### src/rtl/sample_edl_pkg.sv
// rtl/sample_edl_pkg.sv - shared states, defaults and saturating increment for sample_edl_stage
package sample_edl_pkg;

  typedef enum logic [1:0] {
    IDLE    = 2'd0,
    CHECK   = 2'd1,
    RECOVER = 2'd2,
    HOLD    = 2'd3
  } state_e;

  localparam int DEF_WIDTH = 8;
  localparam int DEF_CNT_W = 8;

  function automatic logic [31:0] sat_inc(input logic [31:0] v, input logic [31:0] max_v);
    return (v >= max_v) ? v : v + 32'd1;
  endfunction

endpackage

### src/rtl/sample_edl_satcnt.sv
// rtl/sample_edl_satcnt.sv - saturating mismatch counter, sticks at all-ones
module sample_edl_satcnt
  import sample_edl_pkg::*;
#(
  parameter int CNT_W = DEF_CNT_W
) (
  input  logic             clk,
  input  logic             rst,
  input  logic             inc,
  output logic [CNT_W-1:0] count
);

  localparam logic [31:0] MAX_V = 32'((64'd1 << CNT_W) - 64'd1);

  logic [CNT_W-1:0] count_q, count_d;
  logic [31:0]      inc_v;

  assign inc_v = sat_inc(32'(count_q), MAX_V);

  always_comb begin
    count_d = count_q;
    if (inc) count_d = CNT_W'(inc_v);
  end

  always_ff @(posedge clk or posedge rst) begin
    if (rst) count_q <= '0;
    else     count_q <= count_d;
  end

  assign count = count_q;

endmodule

### src/rtl/sample_edl_stage.sv
// rtl/sample_edl_stage.sv - error-detecting capture stage with shadow compare and recovery stall
// Optional first-mismatch log ports enabled by SAMPLE_EDL_ERRLOG_EN.
module sample_edl_stage
  import sample_edl_pkg::*;
#(
  parameter int WIDTH           = DEF_WIDTH,
  parameter int RECOVERY_CYCLES = 1,
  parameter int CNT_W           = DEF_CNT_W
) (
  input  logic             clk,
  input  logic             rst,
  input  logic             in_valid,
  output logic             in_ready,
  input  logic [WIDTH-1:0] in_data,
  input  logic [WIDTH-1:0] shadow_d,
  output logic             out_valid,
  input  logic             out_ready,
  output logic [WIDTH-1:0] out_data,
  output logic             err_pulse,
  output logic [CNT_W-1:0] err_count
`ifdef SAMPLE_EDL_ERRLOG_EN
  ,
  output logic [WIDTH-1:0] err_log_main,
  output logic [WIDTH-1:0] err_log_shadow,
  output logic             err_log_valid
`endif
);

  localparam logic [3:0] RC_LOAD = 4'(RECOVERY_CYCLES - 1);

  state_e           state_q, state_d;
  logic [WIDTH-1:0] main_q, main_d;
  logic [WIDTH-1:0] out_data_q, out_data_d;
  logic             out_valid_q, out_valid_d;
  logic             err_pulse_q, err_pulse_d;
  logic [3:0]       rcnt_q, rcnt_d;
  logic             mismatch;

  always_comb begin
    state_d     = state_q;
    main_d      = main_q;
    out_data_d  = out_data_q;
    out_valid_d = out_valid_q;
    err_pulse_d = 1'b0;
    rcnt_d      = rcnt_q;
    mismatch    = 1'b0;
    in_ready    = 1'b0;
    case (state_q)
      IDLE: begin
        in_ready = 1'b1;
        if (in_valid) begin
          main_d  = in_data;
          state_d = CHECK;
        end
      end
      CHECK: begin
        if (main_q == shadow_d) begin
          out_data_d  = main_q;
          out_valid_d = 1'b1;
          state_d     = HOLD;
        end else begin
          // The shadow sample is trusted; it replaces the main capture.
          mismatch    = 1'b1;
          main_d      = shadow_d;
          err_pulse_d = 1'b1;
          rcnt_d      = RC_LOAD;
          state_d     = RECOVER;
        end
      end
      RECOVER: begin
        out_valid_d = 1'b0;
        if (rcnt_q == 4'd0) begin
          out_data_d  = main_q;
          out_valid_d = 1'b1;
          state_d     = HOLD;
        end else begin
          rcnt_d = rcnt_q - 4'd1;
        end
      end
      HOLD: begin
        in_ready = out_ready;
        if (out_ready) begin
          out_valid_d = 1'b0;
          if (in_valid) begin
            main_d  = in_data;
            state_d = CHECK;
          end else begin
            state_d = IDLE;
          end
        end
      end
      default: state_d = IDLE;
    endcase
  end

  always_ff @(posedge clk or posedge rst) begin
    if (rst) begin
      state_q     <= IDLE;
      main_q      <= '0;
      out_data_q  <= '0;
      out_valid_q <= 1'b0;
      err_pulse_q <= 1'b0;
      rcnt_q      <= 4'd0;
    end else begin
      state_q     <= state_d;
      main_q      <= main_d;
      out_data_q  <= out_data_d;
      out_valid_q <= out_valid_d;
      err_pulse_q <= err_pulse_d;
      rcnt_q      <= rcnt_d;
    end
  end

  sample_edl_satcnt #(.CNT_W(CNT_W)) u_satcnt (
    .clk   (clk),
    .rst   (rst),
    .inc   (mismatch),
    .count (err_count)
  );

  assign out_valid = out_valid_q;
  assign out_data  = out_data_q;
  assign err_pulse = err_pulse_q;

`ifdef SAMPLE_EDL_ERRLOG_EN
  logic [WIDTH-1:0] log_main_q, log_shadow_q;
  logic             log_valid_q;

  // Only the first mismatch since reset is recorded.
  always_ff @(posedge clk or posedge rst) begin
    if (rst) begin
      log_main_q   <= '0;
      log_shadow_q <= '0;
      log_valid_q  <= 1'b0;
    end else if (mismatch && !log_valid_q) begin
      log_main_q   <= main_q;
      log_shadow_q <= shadow_d;
      log_valid_q  <= 1'b1;
    end
  end

  assign err_log_main   = log_main_q;
  assign err_log_shadow = log_shadow_q;
  assign err_log_valid  = log_valid_q;
`endif

endmodule

### config.mk
export PLATFORM = sky130hd
export DESIGN_NAME = sample_edl_stage
export DESIGN_NICKNAME = d
export VERILOG_FILES = /design/src/rtl/sample_edl_pkg.sv /design/src/rtl/sample_edl_satcnt.sv /design/src/rtl/sample_edl_stage.sv
export SDC_FILE = /design/constraint.sdc
export NUM_CORES = 1
export LEC_CHECK = 0
export CORE_MARGIN = 2
export CORE_UTILIZATION = 45
export DETAILED_ROUTE_END_ITERATION = 10
export PLACE_DENSITY_LB_ADDON = 0.05
export SLEW_MARGIN = 0
export SYNTH_ARGS = -nofsm -noshare
export SYNTH_HDL_FRONTEND = slang
export SYNTH_SLANG_ARGS = --single-unit
### constraint.sdc
create_clock -name clk -period 1.9 [get_ports clk]
set_input_delay 0.285 -clock clk [delete_from_list [all_inputs] [get_ports clk]]
set_output_delay 0.285 -clock clk [all_outputs]
set_load 0.005 [all_outputs]
# Word level (Yosys, flattened, before mapping)
# Cells that the tools add are included.
[totals]
register_bits = 32
latchBits = 0
output_inout_bits = 19
rom_bits = 0
n_memories = 0
elab_cells = 55
in_bits = 20
mem_bits_rw = 0
[classes]
addsub = 2
n_mux = 23
bitwise_logic = 1
reduce_logical = 11
n_eq_ne = 10
mul = 0
n_shift = 0
order_cmp = 1
div = 0
[op_table]
columns = ["cell", "n"]
rows = [
  ["$mux W8", 5],
  ["$pmux W8 S3", 1],
  ["$pmux W8 S2", 1],
  ["$reduce_and A3 Y1", 5],
  ["$ne A2 B2 Y1 const B", 6],
  ["$add A8 B1 Y8 const B", 1],
  ["$eq A8 B8 Y1", 1],
  ["$ge A8 B8 Y1 const B", 1],
  ["$mux W4", 2],
  ["$pmux W2 S4", 1],
  ["$pmux W4 S2", 1],
  ["$mux W1", 7],
  ["$mux W2", 3],
  ["$reduce_bool A3 Y1", 2],
  ["$eq A2 B2 Y1 const B", 2],
  ["$logic_not A4 Y1", 1],
  ["$sub A4 B1 Y4 const B", 1],
  ["$pmux W1 S3", 1],
  ["$eq A2 B1 Y1 const B", 1],
  ["$logic_not A2 Y1", 1],
  ["$pmux W1 S2", 1],
  ["$reduce_and A2 Y1", 1],
  ["$reduce_bool A2 Y1", 1],
  ["$not A1 Y1", 1],
]

# Longest topological paths before layout
# Gate-level depths: netlist of run 1.
[logic_depth]
depth_word = 4
mapped_depth = 8

# By module
# A second synthesis of run 1 with hierarchy kept.
[unflattened]
hier_cells = 162
area_unflattened_um2 = 1896.8
[modules_own_cells]
columns = ["module", "cells_per_inst", "seq_area_each_um2", "area_per_inst_um2", "instances"]
rows = [
  ["sample_edl_stage", 124, 600.6, 1485.2, 1],
  ["sample_edl_satcnt", 38, 200.2, 411.6, 1],
]

# Worst setup path before layout of run 1
# No wires, ideal clock.
[synth_path]
path_type = "register -> register"
start = "register state_q[1]"
end = "register main_q[0]"
slack_ps = -166
arrival_time_ps = 1941
setup_ps = 125
synth_period_minus_slack_ps = 2066
path_buffers = 2
stages_incl_launch_ff = 9
cell_sequence = "dfrtp_1 inv_1 ha_1 clkbuf_1 inv_1 nor3_2 or4_4 buf_6 mux2_4"
[synth_via]
elab_chain_len = 3
elab_cells_between_ends = 8
[synth_rtl]
columns = ["item", "line_no", "text"]
rows = [
  ["start, declared", "sample_edl_stage.sv:31", "state_e state_q, state_d;"],
  ["start signal, assigned", "sample_edl_stage.sv:105", "state_q <= state_d;"],
  ["$eq A2 B1 Y1, or another cell as far along", "sample_edl_stage.sv:48", "case (state_q)"],
  ["$ne A2 B2 Y1 (no line) / $reduce_bool A3 Y1 (equally long branches)", "--", ""],
  ["$reduce_and A3 Y1 (no line)", "--", ""],
  ["end signal, assigned", "sample_edl_stage.sv:106", "main_q <= main_d;"],
  ["end, declared", "sample_edl_stage.sv:32", "logic [WIDTH-1:0] main_q, main_d;"],
]
# Several ways; a longest one is shown, not always the timed one.
# A chain may end at the register's enable or synchronous reset.

# Worst setup path in the final report of run 1
[layout_path]
start = "register main_q[1]"
end = "register main_q[2]"
[layout_via]
elab_chain_len = 3
[layout_rtl]
columns = ["item", "line_no", "text"]
rows = [
  ["$eq A8 B8 Y1", "sample_edl_stage.sv:57", "if (main_q == shadow_d) begin"],
  ["$ne A2 B2 Y1 (no line)", "--", ""],
  ["$reduce_and A3 Y1 (no line)", "--", ""],
]
# Every way passes these cells.

==> results.md, run 1 <==
* Peak VDD IR at 0.0007820 V
* H-tree lvl count at 2
* Clk Latency, worst-skew pair at 0.29 ns
* Critical Path End Type: flip-flop
* Yosys warning count at 0
* Starting DRT DRC Count at 67
* Placement-stage cell area at 2387 µm²
* First-pass GRT wire length at 7.024 mm
* FP Rows at 23
* Initial antenna violation count at 0
* GPL Wtd Cong at 0.8607
* Gr ovfl total at 0
* Setup CP Type: reg2reg
* Worst Reg-to-Reg Cells at 6
* Area growth syn-to-layout at 44.70%
* Most used DFF post-synth: dfrtp_1
* Top post-synthesis cells by count: dfrtp_1 (32), mux2_2 (19), inv_1 (9), nor2_1 (9)
* WP data arrival at 2.07 ns
* Max-cap violations at 0
* Highest fanout seen on the critical path at 8
* Root Buffer: clkbuf_8
* Routed Antenna Nets at 0
* Die outline area at 4535 µm²
* CTS Buf Count at 5
* Hold_ws at 0.3807 ns
* Clock tree sinks at 32
* Area leader, netlist: dfrtp_1
* Seq/Total Area, Yosys at 44.35%
* CTS Buffer Depth at 2
* GRT Total Usage at 21.20%
* DR vias at 1,473
* FFs w/ async S/R, synth at 100.0%
* Clock Pin Slew Worst Setup and Hold Paths at 0.07 ns
* Die width at 67.34 µm
* Status: complete, but fails checks
* Avg Cell Area, Syn at 11.57 µm²
* Max-slew violations at 0
* DPL Wire Length at 3.170 mm
* Top cells by area, synth: dfrtp_1 (44%), mux2_2 (12%), mux2_4 (6.7%)
* Share of cells above drive strength 1 at 35.09%
* I/O pins at 39
* Vias/cell at 5.299
* Final instance area at 2613 µm²
* Wire length per cell at 15.74 µm
* Fmax at 0.5252 GHz
* Pwr per Cell Area at 1759 nW/µm²
* Failing checks: negative setup slack
* RSZ-0062 raised after global routing: true
* Leak at 0.001159 µW
* Cells after Synth at 156
* Hold Crit Class: in2async
* Worst setup SP type: flip-flop
* Post-Syn Nets at 184
* Post-synth EDFFs at 0
* Dpl ws at -0.3104 ns
* Area of the core at 3943 µm²
* Pre-antenna DRT Iters at 4
* Period minus WS final at 1.904 ns
* Seq cells post-synth at 32
* Nets at 255
* Final period util at 100.2%
* Pin count of the biggest net entering global routing at 33
* Fin. Hold Viols at 0
* Number of global-route vias before repair at 1,557
* Worst-case clock skew at 0.004940 ns
* Diode count at 0
* Residual DRC count at 0
* PnR worst setup slack at -0.004084 ns
* Yosys top cell area share at 44.35%
* Starting Density at 45.79%
* Top-count cell post-synth: dfrtp_1
* Final setup fails at 2
* Max-slew headroom at 64.13%
* Final WL at 4.377 mm
* I/O Buffers at 38
* Worst Max-Slew Pin Slew at 0.5325 ns
* CTS tree: yes
* Synth cell types at 43
* Synth Cell Area at 1805 µm²
* WP data required at 2.07 ns
* Die height at 67.34 µm
[sequential cells by signal (all words and copies together) (netlist names)]
register	cells
u_satcnt.count	8
out_valid	1
err_pulse	1
state_q	2
rcnt_q	4
out_data	8
main_q	8
[worst max-delay path, cell delays in order, from the launching register on]
cell,delay [ns]
dfrtp_1,0.41
xnor2_1,0.14
nand4_2,0.13
buf_6,0.11
nor3_4,0.03
or4_4,0.63
mux2_4,0.34
[placed cells by master (no fill, tap or decap), types with 2 or more instances in the layout]
| cell | count |
|---|---|
| dfrtp_1 | 31 |
| clkdlybuf4s50_1 | 29 |
| buf_4 | 27 |
| mux2_2 | 19 |
| nor2_1 | 9 |
| mux2_4 | 8 |
| dlygate4sd2_1 | 8 |
| xnor2_1 | 7 |
| nand2_1 | 7 |
| o21ai_0 | 7 |
| inv_1 | 7 |
| ha_1 | 7 |
| clkbuf_8 | 5 |
| xor2_1 | 4 |
| nand3_1 | 3 |
| a21oi_1 | 3 |
| nand4_2 | 2 |
| nor4_1 | 2 |
| nor2b_1 | 2 |
| nand3b_1 | 2 |
| o31ai_1 | 2 |
| a41oi_1 | 2 |
| buf_6 | 2 |
[through the flow]
stage / instances / util, % / total power, µW / TNS [ns]
floorplan: 156 / - / 2764 / 0
global placement: 258 / 60.55 / 3597 / -3.971
detailed placement: 258 / 60.55 / 3726 / -4.466
CTS: 273 / 64.87 / 4508 / -0.2196
global route: 278 / 66.26 / 4897 / -0.4545
finish: 278 / 66.26 / 4595 / -0.004954
[metal layers]
| layer | wire, µm | global-route usage, % | part of all wire, % |
|---|---|---|---|
| met1 | 1797 | 23.04 | 41 |
| met2 | 2315 | 37.75 | 53 |
| met3 | 190 | 7.000 | 4.3 |
| met4 | 73 | 8.673 | 1.7 |
| met5 | 0 | 0 | 0 |
[final timing paths]
| check | startpoint | endpoint | slack (ns) |
|---|---|---|---|
| max | main_q[1] | main_q[2] | -0.004 |
| min | rst | u_satcnt.count[2] | 0.38 |
| max reg2reg | main_q[1] | main_q[2] | -0.004 |
| min reg2reg | out_data[0] | out_data[0] | 0.51 |
| max in group asynchronous | rst | state_q[0] | 1.20 |
| min in group clk | out_data[0] | out_data[0] | 0.51 |
[area by class of cell]
| class | instances | area (µm²) |
|---|---|---|
| clock inverters | 2 | 35.03 |
| clock buffers | 6 | 72.57 |
| flip-flops and latches | 32 | 802.0 |
| multi-input cells | 111 | 991.0 |
| fillers | 302 | 1330 |
| repair buffers | 68 | 610.6 |
| well taps | 50 | 62.56 |
| inverters | 9 | 38.79 |
[cells by family after synthesis]
group / Yosys count / share of synthesized area, %
adder cells (fa/ha/maj): 8 / 5.544
AND/OR/NAND/NOR: 39 / 12.68
XOR/XNOR: 12 / 5.821
multiplexers: 28 / 19.06
AO/OA/AOI/OAI: 24 / 9.425
buffers and inverters: 13 / 3.118
flip-flops: 32 / 44.35
[report_power, final]
part / internal, µW / switching (µW) / leakage (µW)
sequential: 1020 / 282 / 0.000382
combinational: 1570 / 1070 / 0.000722
clock: 389 / 262 / 0.0000552
[repair_timing]
action | 4_1_cts | 5_1_grt
buffers inserted | 7 | 5
hold endpoints to repair | 0 | 0
hold buffers | 0 | 0
pin swaps | 6 | 3
endpoints found under the setup margin | 11 | 20
gates resized for setup | 13 | 6
Power figures use the tool's default switching activity.
==> inputs of run 2 (changes only) <==
--- a/config.mk
+++ b/config.mk
@@ -6,10 +6,11 @@
 export NUM_CORES = 1
 export LEC_CHECK = 0
 export CORE_MARGIN = 2
-export CORE_UTILIZATION = 45
+export CORE_UTILIZATION = 30
 export DETAILED_ROUTE_END_ITERATION = 10
 export PLACE_DENSITY_LB_ADDON = 0.05
 export SLEW_MARGIN = 0
 export SYNTH_ARGS = -nofsm -noshare
 export SYNTH_HDL_FRONTEND = slang
+export SYNTH_HIERARCHICAL = 1
 export SYNTH_SLANG_ARGS = --single-unit
==> run 2 against run 1 <==
  * The flow now finishes without violations
  * Sequential share of layout area is 1.7 points lower
  * Non-clock buffer count shrank 3
  * Cell area grew 5.6%
  * Maximum frequency rose by 2.2%
  * Die area grew 54%
  * Critical path type unchanged
==> results.md, run 2 <==
* Yosys warning count at 6
* I/O Buffers at 38
* Post-synth EDFFs at 0
* Worst Max-Slew Pin Slew at 0.4128 ns
* Worst-case clock skew at 0.005835 ns
* Setup CP Type: reg2reg
* Top post-synthesis cells by count: dfrtp_1 (32), mux2_4 (17), mux2_2 (10)
* Most used DFF post-synth: dfrtp_1
* Die width at 83.52 µm
* Final WL at 4.438 mm
* Cts hold-fix bufs at 0
* Clk Latency, worst-skew pair at 0.29 ns
* Avg Cell Area, Syn at 11.71 µm²
* FFs w/ async S/R, synth at 100.0%
* Wire length per cell at 14.55 µm
* Flop2flop setup slack at 0.04 ns
* Seq cells post-synth at 32
* Max-slew headroom at 72.38%
* Area leader, netlist: dfrtp_1
* Vias/cell at 4.800
* RSZ-0062 raised after global routing: true
* WP data required at 2.08 ns
* CTS tree: yes
* Starting Density at 31.48%
* Fillers at 590
* DPL Wire Length at 3.193 mm
* Seq/Total Area, Yosys at 42.22%
* Fmax at 0.5369 GHz
* I/O pins at 39
* Die outline area at 6975 µm²
* Yosys top cell area share at 42.22%
* DR vias at 1,464
* Hold_ws at 0.2814 ns
* H-tree lvl count at 2
* CTS Buffer Depth at 2
* Critical Path End Type: flip-flop
* Number of global-route vias before repair at 1,604
* Max-slew violations at 0
* Die height at 83.52 µm
* Worst Reg-to-Reg Cells at 7
* RR Startpoint: main_q[7]
* Area growth syn-to-layout at 45.45%
* Initial antenna violation count at 0
* Root Buffer: clkbuf_8
* Period minus WS final at 1.862 ns
* GRT Total Usage at 13.42%
* Dpl cells at 291
* Highest fanout seen on the critical path at 5
* CP peak stage delay at 0.43 ns
* Nets at 258
* Gr ovfl total at 0
* Setup TNS at 0 ns
* Post-Syn Nets at 190
* Clock Pin Slew Worst Setup and Hold Paths at 0.07 ns
* Top cells by area, synth: dfrtp_1 (42%), mux2_4 (13%), mux2_2 (5.9%)
* CTS Buf Count at 5
* Layout Cells excl Fill at 305
* First-pass GRT wire length at 7.562 mm
* Commonest non-fill, non-tap cells in the layout: dfrtp_1 (32), clkdlybuf4s50_1 (29), buf_4 (24), mux2_4 (19), nand2_1 (9)
* Final period util at 98.02%
* Worst setup SP type: flip-flop
* Area of the core at 6026 µm²
* Routed Antenna Nets at 0
* Top-count cell post-synth: dfrtp_1
* Synth Cell Area at 1897 µm²
* Pwr per Cell Area at 1733 nW/µm²
* Peak VDD IR at 0.0008588 V
* Critical R2R Capture: u_satcnt/count[7]
* CP Cell Sequence: xor2_2 -> nor4_4 -> and2_4 -> nor2_4 -> and4_4 -> nand3_2 -> mux2_4
* Status: finished clean
* Fin. Hold Viols at 0
* GPL Wtd Cong at 0.7557
* Pre-antenna DRT Iters at 4
* Share of cells above drive strength 1 at 37.83%
* CP delay by family, top: simple AND/OR/NAND/NOR gates
* Hold Crit Class: in2async
* Starting DRT DRC Count at 40
* Pin count of the biggest net entering global routing at 25
* CP bufs+invs at 0
* Max-cap violations at 0
* Cells after Synth at 162
* Diode count at 0
* Leak at 0.001245 µW
* WP data arrival at 2.04 ns
* Most common cell after layout, fill and taps aside: dfrtp_1
* FP Rows at 28
* Final setup fails at 0
* Synth cell types at 44
* Crit path max-delay cell type: dfrtp_1
* Clock tree sinks at 32
* Residual DRC count at 0
## run 2: worst max path at each step
stage | from | end | slack, ns | depth (start not counted)
2_1_floorplan | main_q[0] | u_satcnt/count[7] | 0.01 | 8
3_3_place_gp | shadow_d[6] | u_satcnt/count[5] | -0.44 | 10
3_5_place_dp | shadow_d[7] | u_satcnt/count[7] | -0.45 | 9
4_1_cts | main_q[6] | out_data[1] | -0.02 | 8
5_1_grt | main_q[7] | u_satcnt/count[6] | -0.03 | 7
6_report | main_q[7] | u_satcnt/count[7] | 0.04 | 7
## run 2: per-stage QoR
| step | instance area (µm²) | util [%] | power [µW] | worst slack [ns] |
|---|---|---|---|---|
| 5_1_grt | 2759 | 45.78 | 5127 | -0.02834 |
| 4_1_cts | 2654 | 44.04 | 4663 | -0.01576 |
| 3_3_place_gp | 2505 | 41.57 | 3949 | -0.4410 |
| 3_5_place_dp | 2505 | 41.57 | 3997 | -0.4495 |
| 6_report | 2759 | 45.78 | 4782 | 0.03760 |
| 2_1_floorplan | 1903 | - | 2956 | 0.01392 |
## run 2: repair_timing
item	4_1_cts	5_1_grt
pin swaps	13	9
setup endpoints to repair	23	25
gates resized for setup	14	17
endpoints found under the hold margin	0	0
buffers inserted	6	6
cloned	0	0
## run 2: area by class of cell
cell class / instances / area [µm²] / area share [%]
clock inverter: 1 / 5.005 / 0.1814
timing repair buffer: 65 / 599.3 / 21.72
clock buffer: 6 / 72.57 / 2.630
sequential: 32 / 800.8 / 29.02
tap: 75 / 93.84 / 3.401
inverter: 10 / 38.79 / 1.406
multi-input combinational: 116 / 1149 / 41.63
## run 2: routing by layer
layer  wire [µm]  global-route usage, %  up-vias
li1            -                      -      711
met1        2017                  16.87      714
met2        2201                  22.43       32
met3         155                  3.264        7
met4          64                  4.839        0
met5           0                      0        -
## run 2: cell families after synthesis
group | share of synthesized area [%]
mux | 21.04
compound gates | 10.29
xor+xnor | 4.618
fa+ha+maj | 5.277
flops | 42.22
simple gates | 13.39
buf+inv | 3.166
## run 2: worst reg2reg max path, cell delays in order, from the launching register on
cell and delay (ns):
dfrtp_1 0.43, xor2_2 0.21, nor4_4 0.31, and2_4 0.23
nor2_4 0.05, and4_4 0.15, nand3_2 0.08, mux2_4 0.30
## run 2: power by group
group | switching (µW) | internal (µW)
Combinational | 1160 | 1730
Clock | 259 | 249
Sequential | 356 | 1030
Total | 1770 | 3010
